## config.mk

```make
export PLATFORM = sky130hd
export DESIGN_NAME = bshift_pipe
export DESIGN_NICKNAME = d
export VERILOG_FILES = /design/src/rtl/bshift_pipe.sv
export SDC_FILE = /design/constraint.sdc
export NUM_CORES = 1
export LEC_CHECK = 0
export ABC_CLOCK_PERIOD_IN_PS = 1600
export CORE_ASPECT_RATIO = 1.25
export CORE_MARGIN = 3
export CORE_UTILIZATION = 53
export CTS_CLUSTER_DIAMETER = 100
export DETAILED_ROUTE_END_ITERATION = 6
export GPL_TIMING_DRIVEN = 0
export PLACE_DENSITY = 0.75
export SLEW_MARGIN = 30
export SYNTH_ARGS = -nofsm -noshare
export SYNTH_HDL_FRONTEND = slang
export SYNTH_SLANG_ARGS = --single-unit
export TNS_END_PERCENT = 1
```

## constraint.sdc

```tcl
create_clock -name clk -period 1.6 [get_ports clk]
set_input_delay 0.16 -clock clk [delete_from_list [all_inputs] [get_ports clk]]
set_output_delay 0.16 -clock clk [all_outputs]
set_load 0.01 [all_outputs]
```

## src/rtl/bshift_pipe.sv

```systemverilog
// Pipelined barrel shifter: one register stage per shift-amount bit, valid/ready per stage.
// Optional carry-out port and per-stage carry registers are enabled by defining SHIFT_CARRY_EN.
module bshift_pipe #(
    parameter  int WIDTH = 32,
    localparam int SHW   = $clog2(WIDTH),
    parameter  int TAG_W = 4
) (
    input  logic             clk,
    input  logic             reset,
    input  logic             in_valid,
    output logic             in_ready,
    input  logic [WIDTH-1:0] in_data,
    input  logic [SHW-1:0]   in_amt,
    input  logic [2:0]       in_op,
    input  logic [TAG_W-1:0] in_tag,
    output logic             out_valid,
    input  logic             out_ready,
    output logic [WIDTH-1:0] out_data,
    output logic [TAG_W-1:0] out_tag
`ifdef SHIFT_CARRY_EN
    ,
    output logic             out_carry
`endif
);

    function automatic logic [WIDTH-1:0] shift_stage(input logic [WIDTH-1:0] d, input int sh,
                                                     input logic [2:0] op, input logic sign);
        logic [WIDTH-1:0] ones;
        logic [WIDTH-1:0] res;
        ones = '1;
        case (op)
            3'b000:  res = d >> sh;
            3'b001:  res = (d >> sh) | (sign ? ~(ones >> sh) : '0);
            3'b010:  res = d << sh;
            3'b011:  res = (d >> sh) | (d << (WIDTH - sh));
            3'b100:  res = (d << sh) | (d >> (WIDTH - sh));
            default: res = d;
        endcase
        return res;
    endfunction

`ifdef SHIFT_CARRY_EN
    function automatic logic stage_carry(input logic [WIDTH-1:0] d, input int sh,
                                         input logic [2:0] op, input logic cin);
        logic [WIDTH-1:0] t;
        case (op)
            3'b000, 3'b001, 3'b011: t = d >> (sh - 1);
            3'b010, 3'b100:         t = d >> (WIDTH - sh);
            default:                t = {{(WIDTH-1){1'b0}}, cin};
        endcase
        return t[0];
    endfunction
`endif

    for (genvar k = 0; k < SHW; k++) begin : g_stage
        // Only the amount bits for later stages are carried forward; the last stage keeps no control.
        localparam int REM = SHW - 1 - k;

        logic             rdy;
        logic             nxt_rdy;
        logic             v_q, v_d;
        logic [WIDTH-1:0] data_q, data_d;
        logic [TAG_W-1:0] tag_q, tag_d;
        logic             src_valid;
        logic [WIDTH-1:0] src_data;
        logic [TAG_W-1:0] src_tag;
        logic             src_bit;
        logic [2:0]       src_op;
        logic             src_sign;
`ifdef SHIFT_CARRY_EN
        logic             carry_q, carry_d;
        logic             src_carry;
`endif

        if (k == 0) begin : g_src
            assign src_valid = in_valid;
            assign src_data  = in_data;
            assign src_tag   = in_tag;
            assign src_bit   = in_amt[0];
            assign src_op    = in_op;
            assign src_sign  = in_data[WIDTH-1];
`ifdef SHIFT_CARRY_EN
            assign src_carry = 1'b0;
`endif
        end else begin : g_src
            assign src_valid = g_stage[k-1].v_q;
            assign src_data  = g_stage[k-1].data_q;
            assign src_tag   = g_stage[k-1].tag_q;
            assign src_bit   = g_stage[k-1].g_ctl.amt_q[0];
            assign src_op    = g_stage[k-1].g_ctl.op_q;
            assign src_sign  = g_stage[k-1].g_ctl.sign_q;
`ifdef SHIFT_CARRY_EN
            assign src_carry = g_stage[k-1].carry_q;
`endif
        end

        if (k == SHW - 1) begin : g_nxt
            assign nxt_rdy = out_ready;
        end else begin : g_nxt
            assign nxt_rdy = g_stage[k+1].rdy;
        end

        assign rdy = !v_q || nxt_rdy;

        always_comb begin
            v_d    = v_q;
            data_d = data_q;
            tag_d  = tag_q;
`ifdef SHIFT_CARRY_EN
            carry_d = carry_q;
`endif
            if (rdy) begin
                v_d    = src_valid;
                data_d = src_bit ? shift_stage(src_data, 1 << k, src_op, src_sign) : src_data;
                tag_d  = src_tag;
`ifdef SHIFT_CARRY_EN
                carry_d = src_bit ? stage_carry(src_data, 1 << k, src_op, src_carry) : src_carry;
`endif
            end
        end

        always_ff @(posedge clk) begin
            if (reset) begin
                v_q    <= 1'b0;
                data_q <= '0;
                tag_q  <= '0;
`ifdef SHIFT_CARRY_EN
                carry_q <= 1'b0;
`endif
            end else begin
                v_q    <= v_d;
                data_q <= data_d;
                tag_q  <= tag_d;
`ifdef SHIFT_CARRY_EN
                carry_q <= carry_d;
`endif
            end
        end

        if (REM > 0) begin : g_ctl
            logic [REM-1:0] amt_q, amt_d;
            logic [2:0]     op_q, op_d;
            logic           sign_q, sign_d;
            logic [REM-1:0] src_rest;

            if (k == 0) begin : g_rest
                assign src_rest = in_amt[SHW-1:1];
            end else begin : g_rest
                assign src_rest = g_stage[k-1].g_ctl.amt_q[REM:1];
            end

            always_comb begin
                amt_d  = amt_q;
                op_d   = op_q;
                sign_d = sign_q;
                if (rdy) begin
                    amt_d  = src_rest;
                    op_d   = src_op;
                    sign_d = src_sign;
                end
            end

            always_ff @(posedge clk) begin
                if (reset) begin
                    amt_q  <= '0;
                    op_q   <= '0;
                    sign_q <= 1'b0;
                end else begin
                    amt_q  <= amt_d;
                    op_q   <= op_d;
                    sign_q <= sign_d;
                end
            end
        end
    end

    assign in_ready  = g_stage[0].rdy;
    assign out_valid = g_stage[SHW-1].v_q;
    assign out_data  = g_stage[SHW-1].data_q;
    assign out_tag   = g_stage[SHW-1].tag_q;
`ifdef SHIFT_CARRY_EN
    assign out_carry = g_stage[SHW-1].carry_q;
`endif

endmodule

```

==> out/results.ini <==
[pwr]
p_sw_mw = 3.371
pwr-share-comb_pct = 12.6
pwr-share-seq_pct = 47.7
p_per_area_nw_per_um2 = 971.5
p_int_mw = 9.118
p_leak_nw = 4.545
vdd_ir_drop_max_mv = 0.7810
power_switching_share_pct = 26.99
power_mw = 12.49
p_clk_share_pct = 39.8

[floorplan]
dieArea_um2 = 21220
die_w_um = 130.9
row_count = 56
floorplan.initialDensity_pct = 54.42
core_um2 = 18990
chipHeight_um = 162.1
num_io_pins = 86

[synthesis]
synth_nets = 1303
syn_area_um2 = 10330
synthFlopType = dfxtp_1
synth-async-reset-ratio_pct = 0
yosysWarningCount = 0
syn_inst = 1255
syn_avg_cell_area_um2 = 8.234
synth.yosys.seq_area_share_pct = 40.88
synth_top_area_cell = dfxtp_1
synth_cell_types = 62
ys_seq_elements = 211
synth_area_leaders = dfxtp_1 41%, nand2_1 8.0%, a221oi_1 7.6%, o32ai_1 4.7%, o32ai_2 4.6%
synth_edf_count = 0
yosysTopAreaCellShare_pct = 40.88

[global_route]
grt_max_degree = 14
grt_first_pass_wirelength_mm = 56.08
antenna_found_initial = 0
grtUsageTotal_pct = 33.36
grt_pass1_vias = 10317
grt-ovfl-total = 0

[sta]
layout_setup_ws_ps = -145.0
setup_tns_ps = -1738
max_freq_mhz = 573.1
drv_slew = 0
setup_viol = 45
rsz0062_at_grt = yes
timing.hold.ws_ps = 157.4
finalCritPeriodShare_pct = 109.1
fin_crit_ps = 1745
worst_slew_pin_slew_ps = 722.1
slew_headroom_pct = 51.86
finalClockSkew_ps = 8.849
finalHoldViolCount = 0

[detailed_routing]
first_pass_iters = 5
wire_per_inst_um = 21.84
drt-total-wl_mm = 35.96
drc_errors = 0
drt.antenna.violating_nets = 0
drtIter0Drc = 767
via_per_inst = 6.468
vias = 10652

[worst_setup_path]
critPathKind = flip-flop to output port
startpoint_type = flip-flop
crit_path_end_kind = output port
crit_required_ps = 1440
crit_fanout = 3
worstPathArrival_ps = 1590

[clock_tree]
path_clk_slew_ps = 60
clkLatencyLatePin_ps = 510
root_buffer = clkbuf_16
cts_tree = done
numCtsBuffers = 22
cts_max_level = 1
numClockSinks = 211
cts_buffer_depth = 3

[finish]
stdcell_count = 1647
nets = 1418
antenna_cells = 0
drive_gt1_share_pct = 17.03
area_delta_synth_final_pct = 24.41
final_util_pct = 67.71

[place]
gp_congestion = 0.9564
placedCellCount = 1599
portBuffers = 83
dpl.hpwl_mm = 27.07

[status]
outcome = complete, but fails checks
violations = negative setup slack

[flow_run]
maxCapViolations = 0

[min_path]
hp-class = input pin to flip-flop

-- synth_stat cells (all sizes together) (3+ instances only) --
cell,count
nand2,222
dfxtp,211
nor2,118
a221oi,90
o32ai,85
clkbuf,77
o21ai,75
a21oi,72
buf,55
nand3,39
o22ai,17
a31oi,16
o21a,16
a21o,15
o311ai,15
inv,14
nor3,14
a2111oi,12
and2,8
mux2i,8
nor2b,8
a32o,7
nor4,7
a22oi,6
nand2b,6
nor3b,4
o211ai,4
o31ai,4
a221o,3
a311oi,3
-- cell families after synthesis --
| family | count (synthesis) | synth area share, % |
|---|---|---|
| AOI/OAI and AO/OA | 449 | 33.67 |
| xor gates and xnor gates | 3 | 0.2543 |
| adders and majority gates | 1 | 0.09687 |
| buffers and inverters | 146 | 6.175 |
| DFF | 211 | 40.88 |
| muxes | 9 | 0.8839 |
| and+or+nand+nor | 436 | 18.04 |
-- power groups by stage --
| stage | registers [mW] | logic [mW] | clock network (mW) |
|---|---|---|---|
| after floorplan | 5.87 | 0.953 | 0 |
| after global placement | 6.03 | 1.41 | 0 |
| after detailed placement | 6.03 | 1.43 | 0 |
| after CTS | 5.92 | 1.49 | 5.03 |
| after global routing | 5.97 | 1.71 | 5.19 |
| final | 5.95 | 1.57 | 4.97 |
-- layer usage --
| layer | track usage (%) | vias to the layer above | wire [um] |
|---|---|---|---|
| li1 | - | 4959 | - |
| met1 | 36.44 | 5053 | 13110 |
| met2 | 60.54 | 484 | 18190 |
| met3 | 4.013 | 156 | 1896 |
| met4 | 19.78 | 0 | 2766 |
| met5 | 0 | - | 0 |
-- what timing repair did --
action | 4_1_cts | 5_1_grt
pin swaps | 2 | 6
gates resized for setup | 125 | 113
setup endpoints to repair | 199 | 194
hold endpoints to repair | 2 | 0
setup buffers | 9 | 1
hold buffers | 2 | 0
-- state kept, by name, summed over array words and instances, names as in the netlist --
register	cells
g_stage.data_q	128
g_stage.g_ctl.amt_q	10
g_stage.g_ctl.op_q	12
g_stage.g_ctl.sign_q	4
g_stage.tag_q	16
g_stage.v_q	4
out_data	32
out_tag	4
out_valid	1
-- cell type report --
class                      instances  area [um2]
buffer                           128       790.8
clock buffer                      34       666.9
clock inverter                     6       32.53
fill                            1622        6132
inverter                          14       60.06
multi-input combinational        898        5817
sequential                       211        4237
tap                              261       326.6
timing repair buffer              95       925.9
-- through the flow --
step,area [um2],setup WS [ps]
final,12860,-145.0
after global placement,11490,-937.1
after detailed placement,11490,-955.0
after floorplan,10330,27.78
after CTS,12610,-228.0
after global routing,12860,-169.9
-- critical path, stage by stage, from the launching register on --
cell,delay (ps)
dfxtp_4,350
and4b_1,250
and2_4,220
inv_8,40
buf_8,110
buf_6,110
-- layout by cell type (no fill, tap or decap), drive strengths merged, types with 39 or more instances in the layout --
cell type	instances
nor2	118
o32ai	85
nand3	39
nand2	222
clkbuf	104
a21oi	72
dfxtp	211
a221oi	90
buf	69
o21ai	75
clkdlybuf4s50	81
-- final timing paths --
| check | start | endpoint | slack [ps] | cells after the start |
|---|---|---|---|---|
| max | out_valid$_SDFFE_PP0P_ | in_ready | -150 | 5 |
| min | in_op[1] | g_stage[0].data_q[31]$_SDFFE_PP0P_ | 160 | 4 |
| max reg2reg | out_valid$_SDFFE_PP0P_ | g_stage[3].tag_q[2]$_SDFFE_PP0P_ | -40 | 5 |
| min reg2reg | out_data[27]$_SDFFE_PP0P_ | out_data[27]$_SDFFE_PP0P_ | 450 | 2 |
No activity file was read; power rests on OpenSTA's default activity.
